--- src/rtl/register_file_requester.sv ---
// register_file_requester: initiator for one read/write port of the
// multi-port register file. Turns binary-addressed requests into a one-hot
// register select plus write strobe, captures read data after READ_LATENCY
// cycles and returns one response per request.
//
// Optional build macro: REGISTER_FILE_REQUESTER_ADDR_CHECK_EN
//   defined   -> out-of-range addresses skip the port access and answer
//                with rsp_err_o = 1, rsp_data_o = 0 one cycle later.
//   undefined -> rsp_err_o tied 0; out-of-range addresses run the normal
//                path with an all-zero select.
//
// state    | meaning
// ---------+-----------------------------------------------------------
// ST_IDLE  | ready for a request, port selects idle
// ST_ISSUE | first select cycle; write strobe asserted for writes
// ST_WAIT  | read only: select held while read data settles
// ST_RESP  | response valid, held until rsp_ready_i

module register_file_requester #(
  parameter int DATA_WIDTH    = 32,
  parameter int NUM_REGISTERS = 3,
  parameter int ADDR_WIDTH    = 2,
  parameter int READ_LATENCY  = 1
) (
  input  logic                     clk_i,
  input  logic                     reset_n_i,
  input  logic                     req_valid_i,
  output logic                     req_ready_o,
  input  logic                     req_write_i,
  input  logic [ADDR_WIDTH-1:0]    req_addr_i,
  input  logic [DATA_WIDTH-1:0]    req_data_i,
  output logic                     rsp_valid_o,
  input  logic                     rsp_ready_i,
  output logic [DATA_WIDTH-1:0]    rsp_data_o,
  output logic                     rsp_write_o,
  output logic                     rsp_err_o,
  output logic [NUM_REGISTERS-1:0] register_select_o,
  output logic                     write_select_o,
  output logic [DATA_WIDTH-1:0]    data_o,
  input  logic [DATA_WIDTH-1:0]    data_i
);

  typedef enum logic [1:0] {
    ST_IDLE  = 2'd0,
    ST_ISSUE = 2'd1,
    ST_WAIT  = 2'd2,
    ST_RESP  = 2'd3
  } state_t;

  state_t                  state_q, state_d;
  logic                    write_q, write_d;
  logic [ADDR_WIDTH-1:0]   addr_q, addr_d;
  logic [DATA_WIDTH-1:0]   data_q, data_d;
  logic [DATA_WIDTH-1:0]   rsp_data_q, rsp_data_d;
  logic [2:0]              cnt_q, cnt_d;
  logic                    port_active;
  logic [NUM_REGISTERS-1:0] sel_onehot;

`ifdef REGISTER_FILE_REQUESTER_ADDR_CHECK_EN
  logic err_q, err_d;
  logic addr_oob;

  // Addresses past the last register are answered without touching the port.
  always_comb begin
    addr_oob = (32'(req_addr_i) >= 32'(NUM_REGISTERS));
  end
`endif

  // State and transaction registers, synchronous active-low reset.
  always_ff @(posedge clk_i) begin
    if (!reset_n_i) begin
      state_q    <= ST_IDLE;
      write_q    <= 1'b0;
      addr_q     <= '0;
      data_q     <= '0;
      rsp_data_q <= '0;
      cnt_q      <= 3'd0;
`ifdef REGISTER_FILE_REQUESTER_ADDR_CHECK_EN
      err_q      <= 1'b0;
`endif
    end else begin
      state_q    <= state_d;
      write_q    <= write_d;
      addr_q     <= addr_d;
      data_q     <= data_d;
      rsp_data_q <= rsp_data_d;
      cnt_q      <= cnt_d;
`ifdef REGISTER_FILE_REQUESTER_ADDR_CHECK_EN
      err_q      <= err_d;
`endif
    end
  end

  // Next-state logic: one transaction at a time, read data captured on the
  // last cycle of the select window.
  always_comb begin
    state_d    = state_q;
    write_d    = write_q;
    addr_d     = addr_q;
    data_d     = data_q;
    rsp_data_d = rsp_data_q;
    cnt_d      = cnt_q;
`ifdef REGISTER_FILE_REQUESTER_ADDR_CHECK_EN
    err_d      = err_q;
`endif
    case (state_q)
      ST_IDLE: begin
        if (req_valid_i) begin
          write_d = req_write_i;
          addr_d  = req_addr_i;
          data_d  = req_data_i;
`ifdef REGISTER_FILE_REQUESTER_ADDR_CHECK_EN
          if (addr_oob) begin
            err_d      = 1'b1;
            rsp_data_d = '0;
            state_d    = ST_RESP;
          end else begin
            err_d   = 1'b0;
            state_d = ST_ISSUE;
          end
`else
          state_d = ST_ISSUE;
`endif
        end
      end
      ST_ISSUE: begin
        if (write_q) begin
          rsp_data_d = data_q;
          state_d    = ST_RESP;
        end else if (READ_LATENCY == 0) begin
          rsp_data_d = data_i;
          state_d    = ST_RESP;
        end else begin
          cnt_d   = 3'(READ_LATENCY - 1);
          state_d = ST_WAIT;
        end
      end
      ST_WAIT: begin
        if (cnt_q == 3'd0) begin
          rsp_data_d = data_i;
          state_d    = ST_RESP;
        end else begin
          cnt_d = cnt_q - 3'd1;
        end
      end
      ST_RESP: begin
        if (rsp_ready_i) begin
          state_d = ST_IDLE;
        end
      end
      default: begin
        state_d = ST_IDLE;
      end
    endcase
  end

  // One-hot decode of the latched address; out-of-range decodes to all zero.
  always_comb begin
    sel_onehot = '0;
    for (int i = 0; i < NUM_REGISTERS; i++) begin
      sel_onehot[i] = (32'(addr_q) == 32'(i));
    end
  end

  // Port drive is gated to the select window so the register file sees an
  // idle port at all other times.
  always_comb begin
    port_active       = (state_q == ST_ISSUE) || (state_q == ST_WAIT);
    register_select_o = port_active ? sel_onehot : '0;
    write_select_o    = (state_q == ST_ISSUE) && write_q;
    data_o            = port_active ? data_q : '0;
  end

  // Handshake and response outputs.
  always_comb begin
    req_ready_o = (state_q == ST_IDLE);
    rsp_valid_o = (state_q == ST_RESP);
    rsp_data_o  = rsp_data_q;
    rsp_write_o = write_q;
`ifdef REGISTER_FILE_REQUESTER_ADDR_CHECK_EN
    rsp_err_o   = err_q;
`else
    rsp_err_o   = 1'b0;
`endif
  end

endmodule

--- config.mk ---
export PLATFORM = sky130hd
export DESIGN_NAME = register_file_requester
export DESIGN_NICKNAME = d
export VERILOG_FILES = /design/src/rtl/register_file_requester.sv
export SDC_FILE = /design/constraint.sdc
export NUM_CORES = 1
export LEC_CHECK = 0
export ABC_AREA = 1
export CORE_MARGIN = 8
export CORE_UTILIZATION = 47
export CTS_CLUSTER_SIZE = 14
export DETAILED_ROUTE_END_ITERATION = 10
export PLACE_DENSITY = 0.86
export SYNTH_ARGS = -nofsm -noshare
export SYNTH_HDL_FRONTEND = slang
export SYNTH_SLANG_ARGS = --single-unit
--- constraint.sdc ---
create_clock -name clk_i -period 3.2 [get_ports clk_i]
set_input_delay 0.8 -clock clk_i [delete_from_list [all_inputs] [get_ports clk_i]]
set_output_delay 0.8 -clock clk_i [all_outputs]
set_load 0.02 [all_outputs]
== After elaboration in Yosys (flattened, before gate mapping) ==
Cells that the tools add are included.

* Logic and storage cells: 41
* Output and inout bits: 72
* Input bits: 71
* Register bits: 72

* Reduce and logical (&&, ||, !) cells: 10
* Add/subtract/negate cells: 1
* Eq/ne operators: 11
* Muxes and demuxes: 13

{| class="wikitable"
|+ Operators by type and width
! kind !! count
|-
| $mux W32 || 3
|-
| $pmux W32 S2 || 1
|-
| $ne A2 B2 Y1 const B || 5
|-
| $mux W3 || 3
|-
| $reduce_and A3 Y1 || 3
|-
| $pmux W2 S4 || 1
|-
| $eq A2 B2 Y1 const B || 3
|-
| $mux W2 || 3
|-
| $pmux W3 S2 || 1
|-
| $eq A2 B1 Y1 const B || 2
|-
| $logic_not A2 Y1 || 2
|-
| $logic_not A3 Y1 || 1
|-
| $sub A3 B1 Y3 const B || 1
|-
| $ne A2 B1 Y1 const B || 1
|-
| $reduce_and A2 Y1 || 1
|-
| $reduce_bool A2 Y1 || 1
|-
| $logic_and A1 B1 Y1 || 1
|-
| $logic_or A1 B1 Y1 || 1
|-
| $mux W1 || 1
|}

== Longest topological paths before layout ==
* Word-level depth: 3
* Gate-level depth with buffers: 10
* Mapped depth without buffers: 9

== Worst setup path after synthesis ==
OpenSTA, ideal clock, no wires.

* Kind: reg-to-output
* Start point: reg state_q[0]
* End point: out register_select_o[0]
* Stages on the path, launching flop included: 6
* Setup slack: 0.919 ns
* Data required time: 2.400 ns
* Path buffers: 1
* Arrival: 1.481 ns
* Cell sequence: dfxtp_1 -> inv_1 -> ha_1 -> clkbuf_1 -> inv_1 -> nor3_1

* Cells in the longest elaborated chain, start to end: 3
* Elaborated cells between the ends (all ways): 4
* Classes of those cells: 2 x eq/ne; 1 x mux; 1 x reduce/logical

{| class="wikitable"
|+ RTL lines
! what !! RTL line !! text
|-
| from (decl) || 50 || <nowiki>state_t state_q, state_d;</nowiki>
|-
| from (signal assigned) || 82 || <nowiki>state_q <= state_d;</nowiki>
|-
| $eq A2 B1 Y1 or $eq A2 B2 Y1 (tied branches) || 168 || <nowiki>port_active = (state_q == ST_ISSUE) || (state_q == ST_WAIT);</nowiki>
|-
| $logic_or A1 B1 Y1 (*) || 168 ||
|-
| $mux W3 (*) || 169 || <nowiki>register_select_o = port_active ? sel_onehot : '0;</nowiki>
|-
| to (decl) || 37 || <nowiki>output logic [NUM_REGISTERS-1:0] register_select_o,</nowiki>
|}

Mark *: on every way between the ends. The rest lies on a longest branch, timed or not.

== Final worst setup path ==
Ends and elaborated chain as after synthesis.

==> impl_metrics.env <==
export IMPL_gp_congestion=0.796
export IMPL_numClockSinks=72
export IMPL_worst_path_max_delay_cell="clkdlybuf4s50_1"
export IMPL_vias=3753
export IMPL_maxCapViolCount=0
export IMPL_hold_class="reg -> reg"
export IMPL_post_route_min_period_ns=3.06
export IMPL_design_core_area_um2=7250
export IMPL_start_util_pct=48.6
export IMPL_wl_um=10500
export IMPL_syn_mean_instance_area_um2=6.10
export IMPL_crit_path_max_incr_delay_ns=0.64
export IMPL_final_cell_mix="nand2_1 (191), clkdlybuf4s50_1 (140), nor2_1 (121)"
export IMPL_worst_pin_slew_ns=1.15
export IMPL_rsz0062_at_grt="no"
export IMPL_die_area_um2=10500
export IMPL_grt_pass1_wl_um=16800
export IMPL_area_growth_pct=45.6
export IMPL_vdd_drop_max_v=0.000641
export IMPL_std_cell_rows=31
export IMPL_cellLeakagePower_nw=2.64
export IMPL_yosysTopAreaCellShare_pct=40.9
export IMPL_cts_hold_buf=0
export IMPL_critPathLaunchType="register"
export IMPL_grt_max_degree=70
export IMPL_nets=781
export IMPL_synthTopCellsByArea="dfxtp_1 (41%), nand2_1 (20%), nor2_1 (13%)"
export IMPL_relSlewSlack_pct=23.1
export IMPL_setup_tns_ns=0
export IMPL_fmax_ghz=0.327
export IMPL_end_kind="primary output"
export IMPL_setup_ws_ns=0.145
export IMPL_finalPower_mw=4.99
export IMPL_grt_usage_pct=20.2
export IMPL_netlist_area_um2=3530
export IMPL_dp_slack_ns=0.531
export IMPL_final_common_cell="nand2_1"
export IMPL_cts_setup_buffers=0
export IMPL_die_w_um=103
export IMPL_cts_root_buf="clkbuf_8"
export IMPL_postCtsResizedCells=0
export IMPL_synth_top_area_cell="dfxtp_1"
export IMPL_cp_max_fo=16
export IMPL_die_h_um=103
export IMPL_drt_first_pass_iters=4
export IMPL_htreeDepth=3
export IMPL_max_clock_path_buffers=2
export IMPL_diodes=0
export IMPL_clk_latency_ns=0.34
export IMPL_routedWlPerCell_um=13.0
export IMPL_yosysSeqAreaShare_pct=40.9
export IMPL_gr_total_overflow=0
export IMPL_power_density_nw_per_um2=971
export IMPL_route_detailed_drc=0
export IMPL_setup_viol=0
export IMPL_finalHoldViolCount=0
export IMPL_portBuffers=141
export IMPL_timing_final_crit_share_pct=95.5
export IMPL_outcome="complete, no violations"
export IMPL_syn_nets=655
export IMPL_path_class="reg -> out"
export IMPL_dpl_instance_area_um2=4940
export IMPL_synth_seq_cells=72
export IMPL_maxSlewViolCount=0
export IMPL_grt_pass1_vias=3534
export IMPL_fin_skew_ns=0.0116
export IMPL_cp_required_ns=2.40
export IMPL_place_hpwl_um=7750
export IMPL_antenna_found_initial=0
export IMPL_stdcell_area_um2=5140
export IMPL_arrival_ns=2.26
export IMPL_crit_path_cell_trace="inv_1, ha_1, buf_4, inv_1, nor3_1, clkdlybuf4s50_1"
export IMPL_ys_warn_count=0
export IMPL_ios=143
export IMPL_antenna_left=0
export IMPL_cts_tree="done"
export IMPL_vias_per_cell=4.64
export IMPL_drt_iter0_drc=166
export IMPL_synth_distinct_cells=17
export IMPL_drive_gt1_share_pct=3.39
export IMPL_cts_buffers=9
export IMPL_synthCells=578
export IMPL_fillCellCount=591
export IMPL_fin_util_pct=70.8
export IMPL_path_clk_slew_ns=0.08
export IMPL_cp_common_cell="inv_1"
state kept, by name, summed over array words and instances (netlist names):
register     flops
state_q          2
rsp_data_o      32
cnt_q            3
rsp_write_o      1
data_q          32
addr_q           2
synthesized netlist by cell type:
master	number
inv_2	2
dfxtp_1	72
o21ai_2	1
clkbuf_1	17
nand2_1	191
o21ai_0	46
buf_2	9
nand2_4	1
a21oi_1	13
nand3_1	4
nor3_1	2
inv_1	87
ha_1	6
conb_1	1
buf_4	2
nor2_1	121
buf_6	3
path summary, 6_finish.rpt:
| check | cells past startpoint | to | slack (ns) | start |
|---|---|---|---|---|
| min reg2reg | 2 | data_q[24]$_SDFFE_PN0P_ | 0.47 | data_q[24]$_SDFFE_PN0P_ |
| min | 2 | data_q[24]$_SDFFE_PN0P_ | 0.47 | data_q[24]$_SDFFE_PN0P_ |
| max | 6 | register_select_o[0] | 0.14 | state_q[0]$_SDFFE_PN0P_ |
| max reg2reg | 8 | rsp_data_o[8]$_SDFFE_PN0P_ | 0.83 | state_q[0]$_SDFFE_PN0P_ |
layer usage:
| metal | vias to the layer above | part of all wire (%) | global-route usage (%) |
|---|---|---|---|
| li1 | 1941 | - | - |
| met1 | 1669 | 41 | 22.4 |
| met2 | 126 | 50 | 36.6 |
| met3 | 17 | 7.5 | 4.39 |
| met4 | 0 | 2.1 | 8.13 |
| met5 | - | 0 | 0 |
kinds of logic after synthesis:
group	count (synthesis)	synth area share (%)
flops	72	40.9
other cells	1	0.106
buf+inv	120	13.9
fa+ha+maj	6	2.13
compound gates	60	8.62
simple gates	319	34.4
where the power goes:
group | total, mW | switching [mW] | internal, mW
sequential | 1.44 | 0.207 | 1.24
combinational | 2.82 | 1.70 | 1.13
clock | 0.721 | 0.320 | 0.401
worst max-delay path, delay by kind of cell, from the launching register on:
family / cells / cell delay [ns]
simple gates: 1 / 0.15
fa+ha+maj: 1 / 0.32
buf+inv: 4 / 1.05
flops: 1 / 0.40
cell type report:
| class | count | area, um2 | area share (%) |
|---|---|---|---|
| Clock buffer | 13 | 159 | 3.09 |
| Clock inverter | 3 | 40.0 | 0.779 |
| Inverter | 89 | 334 | 6.50 |
| Multi-Input combinational cell | 386 | 1600 | 31.1 |
| Sequential cell | 72 | 1440 | 28.1 |
| Tap cell | 99 | 124 | 2.41 |
| Timing Repair Buffer | 146 | 1440 | 28.1 |
through the flow:
step | instances | hold slack (ns)
after floorplan | 578 | 0.439
after global routing | 808 | 0.504
after global placement | 792 | 0.451
after detailed placement | 792 | 0.460
after CTS | 808 | 0.472
final | 808 | 0.470
No activity file was read; power rests on OpenSTA's default activity.
